**src/rtl/fetch_unit.sv**
```systemverilog
// Instruction fetch stage: PC sequencing, hazard stall, branch redirect and the
// IF/ID pipeline register. The instruction memory is external and synchronous:
// it samples pc_out at a posedge and presents the word on instr_in after the
// following negedge, so instr_in at any posedge belongs to pc_mem.
module fetch_unit #(
  parameter logic [31:0] RESET_PC   = 32'h0000_0000,
  parameter int          IMEM_BYTES = 256
) (
  input  logic        clk,
  input  logic        rst_n,
  input  logic        stall,
  input  logic        branch_taken,
  input  logic [31:0] branch_target,
  input  logic [31:0] instr_in,
  output logic [31:0] pc_out,
  output logic [31:0] if_id_instr,
  output logic [31:0] if_id_pc,
  output logic [31:0] if_id_pc_plus4,
  output logic        if_id_valid,
  output logic        misalign
);

  localparam logic [31:0] MEM_SIZE = 32'(IMEM_BYTES);

  // Sequential successor of an address, wrapping at the end of memory.
  function automatic logic [31:0] wrap_plus4(input logic [31:0] addr);
    logic [31:0] sum;
    sum = addr + 32'd4;
    if (sum >= MEM_SIZE) begin
      sum = sum - MEM_SIZE;
    end
    return sum;
  endfunction

  logic [31:0] pc_q;       // next address to issue
  logic [31:0] pc_mem;     // address the memory sampled at the last posedge
  logic        mem_valid;  // pc_mem is a live (non-squashed) fetch
  logic [31:0] target_aligned;

  // Redirect address: word-aligned and folded into the memory range.
  always_comb begin
    target_aligned = {branch_target[31:2], 2'b00} % MEM_SIZE;
  end

  // During a stall the memory re-fetches the in-flight address so that
  // instr_in still belongs to pc_mem when the stall releases.
  always_comb begin
    pc_out = (stall && !branch_taken) ? pc_mem : pc_q;
  end

  // IF/ID address successor, shown to the decode stage.
  always_comb begin
    if_id_pc_plus4 = wrap_plus4(if_id_pc);
  end

  // PC and IF/ID pipeline state; branch beats stall beats normal advance.
  always_ff @(posedge clk or negedge rst_n) begin
    if (!rst_n) begin
      pc_q        <= RESET_PC;
      pc_mem      <= RESET_PC;
      mem_valid   <= 1'b0;
      if_id_instr <= 32'h0;
      if_id_pc    <= 32'h0;
      if_id_valid <= 1'b0;
    end else if (branch_taken) begin
      // The fetch sampled at this edge (old pc_q) is dead, as is the one
      // completing now; both are squashed via the valid bits.
      pc_q        <= target_aligned;
      pc_mem      <= pc_q;
      mem_valid   <= 1'b0;
      if_id_instr <= 32'h0;
      if_id_valid <= 1'b0;
    end else if (!stall) begin
      pc_mem      <= pc_q;
      pc_q        <= wrap_plus4(pc_q);
      mem_valid   <= 1'b1;
      if_id_instr <= instr_in;
      if_id_pc    <= pc_mem;
      if_id_valid <= mem_valid;
    end
  end

  // One-cycle flag for a redirect whose target was not word-aligned.
  always_ff @(posedge clk or negedge rst_n) begin
    if (!rst_n) begin
      misalign <= 1'b0;
    end else begin
      misalign <= branch_taken && (branch_target[1:0] != 2'b00);
    end
  end

endmodule
```
**config.mk**
```make
export PLATFORM = sky130hd
export DESIGN_NAME = fetch_unit
export DESIGN_NICKNAME = d
export VERILOG_FILES = /design/src/rtl/fetch_unit.sv
export SDC_FILE = /design/constraint.sdc
export NUM_CORES = 1
export LEC_CHECK = 0
export ABC_AREA = 1
export CAP_MARGIN = 10
export CORE_ASPECT_RATIO = 0.9
export CORE_MARGIN = 10
export CORE_UTILIZATION = 51
export CTS_BUF_LIST = sky130_fd_sc_hd__clkbuf_4 sky130_fd_sc_hd__clkbuf_8 sky130_fd_sc_hd__clkbuf_16
export DETAILED_ROUTE_END_ITERATION = 10
export PLACE_DENSITY = 0.86
export SLEW_MARGIN = 20
export SYNTH_ARGS = -nofsm -noshare
export SYNTH_HDL_FRONTEND = slang
export SYNTH_SLANG_ARGS = --single-unit
```
**constraint.sdc**
```tcl
create_clock -name clk -period 3.36 [get_ports clk]
set_clock_uncertainty 0.15 [all_clocks]
set_input_delay 0.504 -clock clk [delete_from_list [all_inputs] [get_ports clk]]
set_output_delay 0.504 -clock clk [all_outputs]
set_load 0.1 [all_outputs]
```
==> results by group, run 1 <==
Setup path
  – CP cell instances: ha_4, nand3_4, nor2_4, buf_4, nand4_1, o21ai_4, nand2_1, nor2_4, nand2_1, nor2_2, nand3b_1, a21oi_4, buf_12
  – Critical R2R Launch: pc_q[3]
  – Critical-path maximum fanout: 4
  – Worst setup SP type: register
  – Critical Path RT: 2.71 ns
  – Reg2Reg Capture Point: pc_q[23]
  – Family with the most delay on the worst path: simple AND/OR/NAND/NOR gates
  – Crit Path Class: reg2out
  – Crit path arrival time: 3.01 ns
  – CP peak stage delay: 0.43 ns
  – CP endpoint kind: output pin
  – Worst path slowest cell: dfrtp_4
  – Crit path buf inv count: 2
  – Reg-to-reg slack, setup: 0.28 ns
  – Cells on worst reg2reg path: 19

CTS
  – Hold buffers post-CTS: 0
  – # clock sinks: 125
  – Clock Tree Root: clkbuf_16
  – Clock Tree Buf Depth: 2
  – CTS H-Tree Depth: 4
  – Clk slew on worst S/H paths: 0.06 ns
  – Worst skew pair latency: 0.42 ns
  – CTS tree: done
  – Total clock buffers created by CTS: 17

Routing
  – Drt first pass iters: 8
  – Via count: 9013
  – Post-route DRC: 0
  – Vias/cell: 5.42
  – Post-DR wirelength/cell: 17.7 um
  – First DRT Iteration DRCs: 787
  – Drt total wl: 29.4 mm
  – Post-route ant nets: 0

STA
  – Slew @ Worst Pin: 0.978 ns
  – RSZ-0062 raised after global routing: yes
  – Fin crit period: 3.66 ns
  – Final hold slack: 0.0264 ns
  – Setup ws final: -0.299 ns
  – Final Setup Violations: 24
  – Max Slew Vio Count: 0
  – Final Hold Fails: 0
  – Period utilization: 109%
  – Max frequency: 273 MHz
  – Slew margin rel.: 34.6%

Status
  – Failing checks: setup timing
  – Status: finished with violations

Placement
  – Worst slack at placement: 0.0503 ns
  – GP Congestion: 0.981
  – PortBufs: 167
  – Dpl cells: 1622
  – Post-DP HPWL: 22.3 mm

Synthesis
  – Syn Inst Count: 1252
  – Synth area leaders: dfrtp_1 37%, nand2_1 21%, nor2_1 6.4%
  – Number of synthesized register bits: 125
  – Post-synthesis sequential area ratio: 37.1%
  – Most used DFF post-synth: dfrtp_1
  – EDFF count, synth: 0
  – Yosys top cell area share: 37.1%
  – Largest area contributor in the netlist: dfrtp_1
  – Synthesized area per cell: 6.74 um^2
  – Mapped Area: 0.00844 mm^2
  – Yosys Warn Count: 0
  – Netlist cell types: 39
  – Async set-reset flop share out of synthesis: 100%

Floorplan
  – Die H: 142 um
  – Initial Util: 52.2%
  – Die span in x: 156 um
  – Placeable Area: 0.0162 mm^2
  – Die ar.: 0.0221 mm^2
  – I/O pin count: 198
  – Rows: 44

Final layout
  – Most common cell after layout, fill and taps aside: nand2_1
  – N_diodes: 0
  – Non-filler cells, final: 1663
  – Share of cells above drive strength 1: 25.9%
  – Area growth from synthesis to layout: 44.7%
  – Most frequent cells in the layout: 458 x nand2_1, 126 x nor2_1, 116 x inv_1, 103 x dfrtp_1, 97 x buf_4
  – NumNets Final: 1518

Global routing
  – First-pass GRT wire length: 46.4 mm
  – Vias in the first global route: 8911
  – GR Util met3: 5.17%
  – GRT met2 Usage: 45.1%
  – GRT busiest layer: met2
  – Global Route met1 Usage: 31.4%
  – Number of antenna violations at the first check in global routing: 0
  – Global route overflow: 0
  – Largest net degree at the start of global routing: 95
  – GR Util All Layers: 26.2%

Worst hold path
  – Hold crit path type: in2async

Run
  – Max cap viols: 0
==> cell usage after synthesis, types with 2 or more instances <==
cell and instances:
nand2_1 474, nor2_1 143, dfrtp_1 125, inv_1 125
nand3_1 79, o21ai_0 62, a22o_1 32, clkbuf_1 26
nand2_2 25, nand4_1 23, nor2_2 20, nor2_4 16
xor2_1 16, a21oi_1 10, inv_2 9, buf_4 7
ha_1 7, nor3_1 7, nand3b_1 5, o21ai_1 5
nand2_4 3, nand3_2 3, nor2_8 3, or2_2 3
xnor2_1 3, xor2_2 3, buf_2 2, buf_6 2
nand3_4 2, o211ai_1 2, o221ai_1 2
==> timing repair <==
| action | 4_1_cts | 5_1_grt |
|---|---|---|
| setup buffers | 2 | 6 |
| pin swaps | 14 | 8 |
| cloned | 1 | 0 |
| setup endpoints to repair | 24 | 24 |
| resized for setup | 25 | 17 |
==> worst max-delay path by stage <==
stage                 startpoint            endpoint  slack [ns]  depth (start not counted)
global placement     if_id_pc[2]  if_id_pc_plus4[23]        0.09                         16
finish               if_id_pc[3]  if_id_pc_plus4[31]       -0.30                         13
CTS                  if_id_pc[2]  if_id_pc_plus4[10]       -0.29                         17
floorplan           branch_taken          pc_out[23]       -0.67                          5
detailed placement   if_id_pc[2]  if_id_pc_plus4[23]        0.05                         16
global route         if_id_pc[3]  if_id_pc_plus4[15]       -0.47                         17
==> stage by stage <==
step / utilization [%] / TNS, ns / cell area, um^2
detailed placement: 70.0 / 0 / 11300
global route: 75.5 / -10.63 / 12200
floorplan: - / -37.45 / 8940
finish: 75.5 / -6.14 / 12200
global placement: 70.0 / 0 / 11300
CTS: 74.8 / -6.01 / 12100
==> routing by layer <==
| metal | wire, um | share of wire (%) |
|---|---|---|
| met1 | 11700 | 40 |
| met4 | 975 | 3.3 |
| met3 | 1870 | 6.4 |
| met5 | 0 | 0 |
| met2 | 14800 | 50 |
==> cells by family (layout without fill, tap and decap cells) <==
kind of cell / after synthesis / in the layout / share of synthesized area [%]
XOR/XNOR: 22 / 22 / 2.55
buffers and inverters: 172 / 371 / 8.17
AO/OA/AOI/OAI: 117 / 117 / 8.67
other: 1 / 6 / 0.0444
adder cells (fa/ha/maj): 7 / 7 / 1.04
AND/OR/NAND/NOR: 808 / 808 / 42.5
flip-flops: 125 / 125 / 37.1
==> flip-flops by register name (all words and copies together) (netlist names) <==
register / count
misalign: 1
if_id_pc: 30
pc_q: 30
mem_valid: 1
if_id_instr: 32
if_id_valid: 1
pc_mem: 30
==> final cells by class <==
type                            instances  area [um^2]
Clock buffer                           23          489
Clock inverter                          9          158
Fill cell                            1132         3970
Inverter                              135          546
Multi-Input combinational cell        960         5180
Sequential cell                       125         3170
Tap cell                              207          259
Timing Repair Buffer                  204         2410
Power of run 1 is left out: the tool's default activity adds up to more than one toggle a clock period on the data nets, which glitch-free logic cannot reach.
==> run 2, diff against run 1 <==
--- a/config.mk
+++ b/config.mk
@@ -7,12 +7,14 @@
 export LEC_CHECK = 0
 export ABC_AREA = 1
 export CAP_MARGIN = 10
+export CELL_PAD_IN_SITES_DETAIL_PLACEMENT = 0
+export CELL_PAD_IN_SITES_GLOBAL_PLACEMENT = 1
 export CORE_ASPECT_RATIO = 0.9
 export CORE_MARGIN = 10
-export CORE_UTILIZATION = 51
+export CORE_UTILIZATION = 36
 export CTS_BUF_LIST = sky130_fd_sc_hd__clkbuf_4 sky130_fd_sc_hd__clkbuf_8 sky130_fd_sc_hd__clkbuf_16
 export DETAILED_ROUTE_END_ITERATION = 10
-export PLACE_DENSITY = 0.86
+export PLACE_DENSITY = 0.87
 export SLEW_MARGIN = 20
 export SYNTH_ARGS = -nofsm -noshare
 export SYNTH_HDL_FRONTEND = slang
==> results by group, run 2 (synthesis results as in run 1) <==
Status
  – Status: finished with violations (unchanged)
  – Failing checks: setup timing (unchanged)

Setup path
  – CP cell instances: ha_4, nand3_4, nor2_4, buf_12, buf_6, buf_6, nand3_2, nand2_1, nand2_2, nand2_4, nor2_4, inv_2, nor2_4, nand3_4, buf_6, xor2_4, buf_12 (was ha_4, nand3_4, nor2_4, buf_4, nand4_1, o21ai_4, nand2_1, nor2_4, nand2_1, nor2_2, nand3b_1, a21oi_4, buf_12)
  – CP endpoint kind: output pin (unchanged)
  – Worst path slowest cell: dfrtp_4 (unchanged)
  – Critical Path RT: 2.71 ns (about the same)
  – Worst setup SP type: register (unchanged)
  – Critical-path maximum fanout: 7 (was 4)
  – Cells on worst reg2reg path: 19 (unchanged)
  – Crit path buf inv count: 6 (was 2)
  – Crit path arrival time: 3.01 ns (about the same)
  – Reg2Reg Capture Point: pc_q[23] (unchanged)
  – CP peak stage delay: 0.50 ns (was 0.43 ns)
  – Family with the most delay on the worst path: simple AND/OR/NAND/NOR gates (unchanged)
  – Crit Path Class: reg2out (unchanged)
  – Critical R2R Launch: pc_q[3] (unchanged)
  – Reg-to-reg slack, setup: 0.38 ns (was 0.28 ns)

Placement
  – Placed instance area: 0.0116 mm^2 (was 0.0113 mm^2)
  – Dpl cells: 1742 (was 1622)
  – Worst slack at placement: -0.0366 ns (was 0.0503 ns)
  – GP Congestion: 0.916 (was 0.981)
  – Post-DP HPWL: 23.8 mm (was 22.3 mm)
  – PortBufs: 167 (unchanged)

CTS
  – # clock sinks: 125 (unchanged)
  – CTS tree: done (unchanged)
  – Clk slew on worst S/H paths: 0.07 ns (was 0.06 ns)
  – Clock Tree Buf Depth: 2 (unchanged)
  – Worst skew pair latency: 0.42 ns (about the same)
  – Clock Tree Root: clkbuf_16 (unchanged)
  – Total clock buffers created by CTS: 17 (unchanged)
  – CTS H-Tree Depth: 4 (unchanged)

STA
  – RSZ-0062 raised after global routing: yes (unchanged)
  – Setup ws final: -0.303 ns (was -0.299 ns)
  – Slew @ Worst Pin: 0.976 ns (was 0.978 ns)
  – Max frequency: 273 MHz (about the same)
  – TNS Setup: -5.98 ns (was -6.14 ns)
  – Fin crit period: 3.66 ns (about the same)
  – Final Hold Fails: 0 (unchanged)
  – Period utilization: 109% (about the same)
  – Slew margin rel.: 34.7% (was 34.6%)
  – Final Setup Violations: 24 (unchanged)
  – Max Slew Vio Count: 0 (unchanged)

Floorplan
  – Placeable Area: 0.0232 mm^2 (was 0.0162 mm^2)
  – I/O pin count: 198 (unchanged)
  – Die H: 165 um (was 142 um)
  – Die span in x: 181 um (was 156 um)
  – Initial Util: 36.4% (was 52.2%)
  – Die ar.: 0.0300 mm^2 (was 0.0221 mm^2)
  – Rows: 53 (was 44)

Global routing
  – GR Util All Layers: 19.7% (was 26.2%)
  – Number of antenna violations at the first check in global routing: 0 (unchanged)
  – First-pass GRT wire length: 47.5 mm (was 46.4 mm)
  – Vias in the first global route: 8779 (was 8911)
  – Largest net degree at the start of global routing: 100 (was 95)
  – Global route overflow: 0 (unchanged)

Final layout
  – Fillers: 2184 (was 1132)
  – Max FFs per register: 32 (unchanged)
  – Share of cells above drive strength 1: 29.7% (was 25.9%)
  – Most common cell after layout, fill and taps aside: nand2_1 (unchanged)
  – NumNets Final: 1571 (was 1518)
  – Multi-input logic area: 0.00529 mm^2 (was 0.00518 mm^2)
  – Most frequent cells in the layout: 447 x nand2_1, 141 x buf_4, 123 x nor2_1, 114 x inv_1, 103 x dfrtp_1 (was 458 x nand2_1, 126 x nor2_1, 116 x inv_1, 103 x dfrtp_1, 97 x buf_4)
  – Area growth from synthesis to layout: 51.3% (was 44.7%)
  – Non-filler cells, final: 1811 (was 1663)
  – N_diodes: 0 (unchanged)
  – Final standard cell area without fillers: 0.0128 mm^2 (was 0.0122 mm^2)
  – Top reg by flops: if_id_instr (unchanged)
  – Register area: 0.00317 mm^2 (unchanged)

Routing
  – First DRT Iteration DRCs: 570 (was 787)
  – Drt first pass iters: 5 (was 8)
  – Post-route DRC: 0 (unchanged)
  – Via count: 8826 (was 9013)
  – Post-DR wirelength/cell: 16.6 um (was 17.7 um)
  – Post-route ant nets: 0 (unchanged)
  – Vias/cell: 4.87 (was 5.42)
  – Drt total wl: 30.0 mm (was 29.4 mm)

Worst hold path
  – Hold crit path type: reg2reg (was in2async)
  – Min-Delay Startpoint: pc_mem[8]
  – Worst Hold Depth: 2
  – Worst Hold Path EP: if_id_pc[8]

Run
  – Max cap viols: 0 (unchanged)
==> run 2: layout make-up <==
cell class	instances	area share, %
multi-input combinational	961	41.4
sequential	125	24.8
timing repair buffer	256	22.0
inverter	135	4.23
clock buffer	18	3.44
tap	302	2.96
clock inverter	14	1.10
==> run 2: tightest hold or removal path, stage by stage, from the launching register on <==
cell and delay (ns):
dfrtp_1 0.34, nand2_1 0.05, nand2_1 0.05
==> run 2: what timing repair did <==
item                                    CTS  global route
endpoints found under the hold margin    26             0
setup buffers                            29             7
pin swaps                                30            19
endpoints found under the setup margin   24            24
hold buffers                              1             0
resized for setup                        53            24
cloned                                    1             0
==> run 2: per-layer routing <==
layer	global-route usage (%)	wire, um
met1	24.1	13000
met2	34.7	15100
met3	3.35	1360
met4	6.28	644
met5	0	0
==> run 2: stage by stage <==
| step | hold slack, ns | utilization [%] |
|---|---|---|
| finish | 0.323 | 55.0 |
| global route | 0.364 | 55.0 |
| CTS | 0.322 | 54.3 |
| detailed placement | 0.306 | 49.9 |
| global placement | 0.299 | 49.9 |
| floorplan | 0.0584 | - |
==> run 2: worst max path at each step <==
stage / from / to / cells past startpoint
2_1_floorplan: branch_taken / pc_out[23] / 5
3_3_place_gp: if_id_pc[3] / if_id_pc_plus4[8] / 16
3_5_place_dp: if_id_pc[3] / if_id_pc_plus4[8] / 15
4_1_cts: if_id_pc[2] / if_id_pc_plus4[29] / 17
5_1_grt: if_id_pc[2] / if_id_pc_plus4[8] / 14
6_report: if_id_pc[2] / if_id_pc_plus4[8] / 17
Power of run 2 is left out for the same reason.
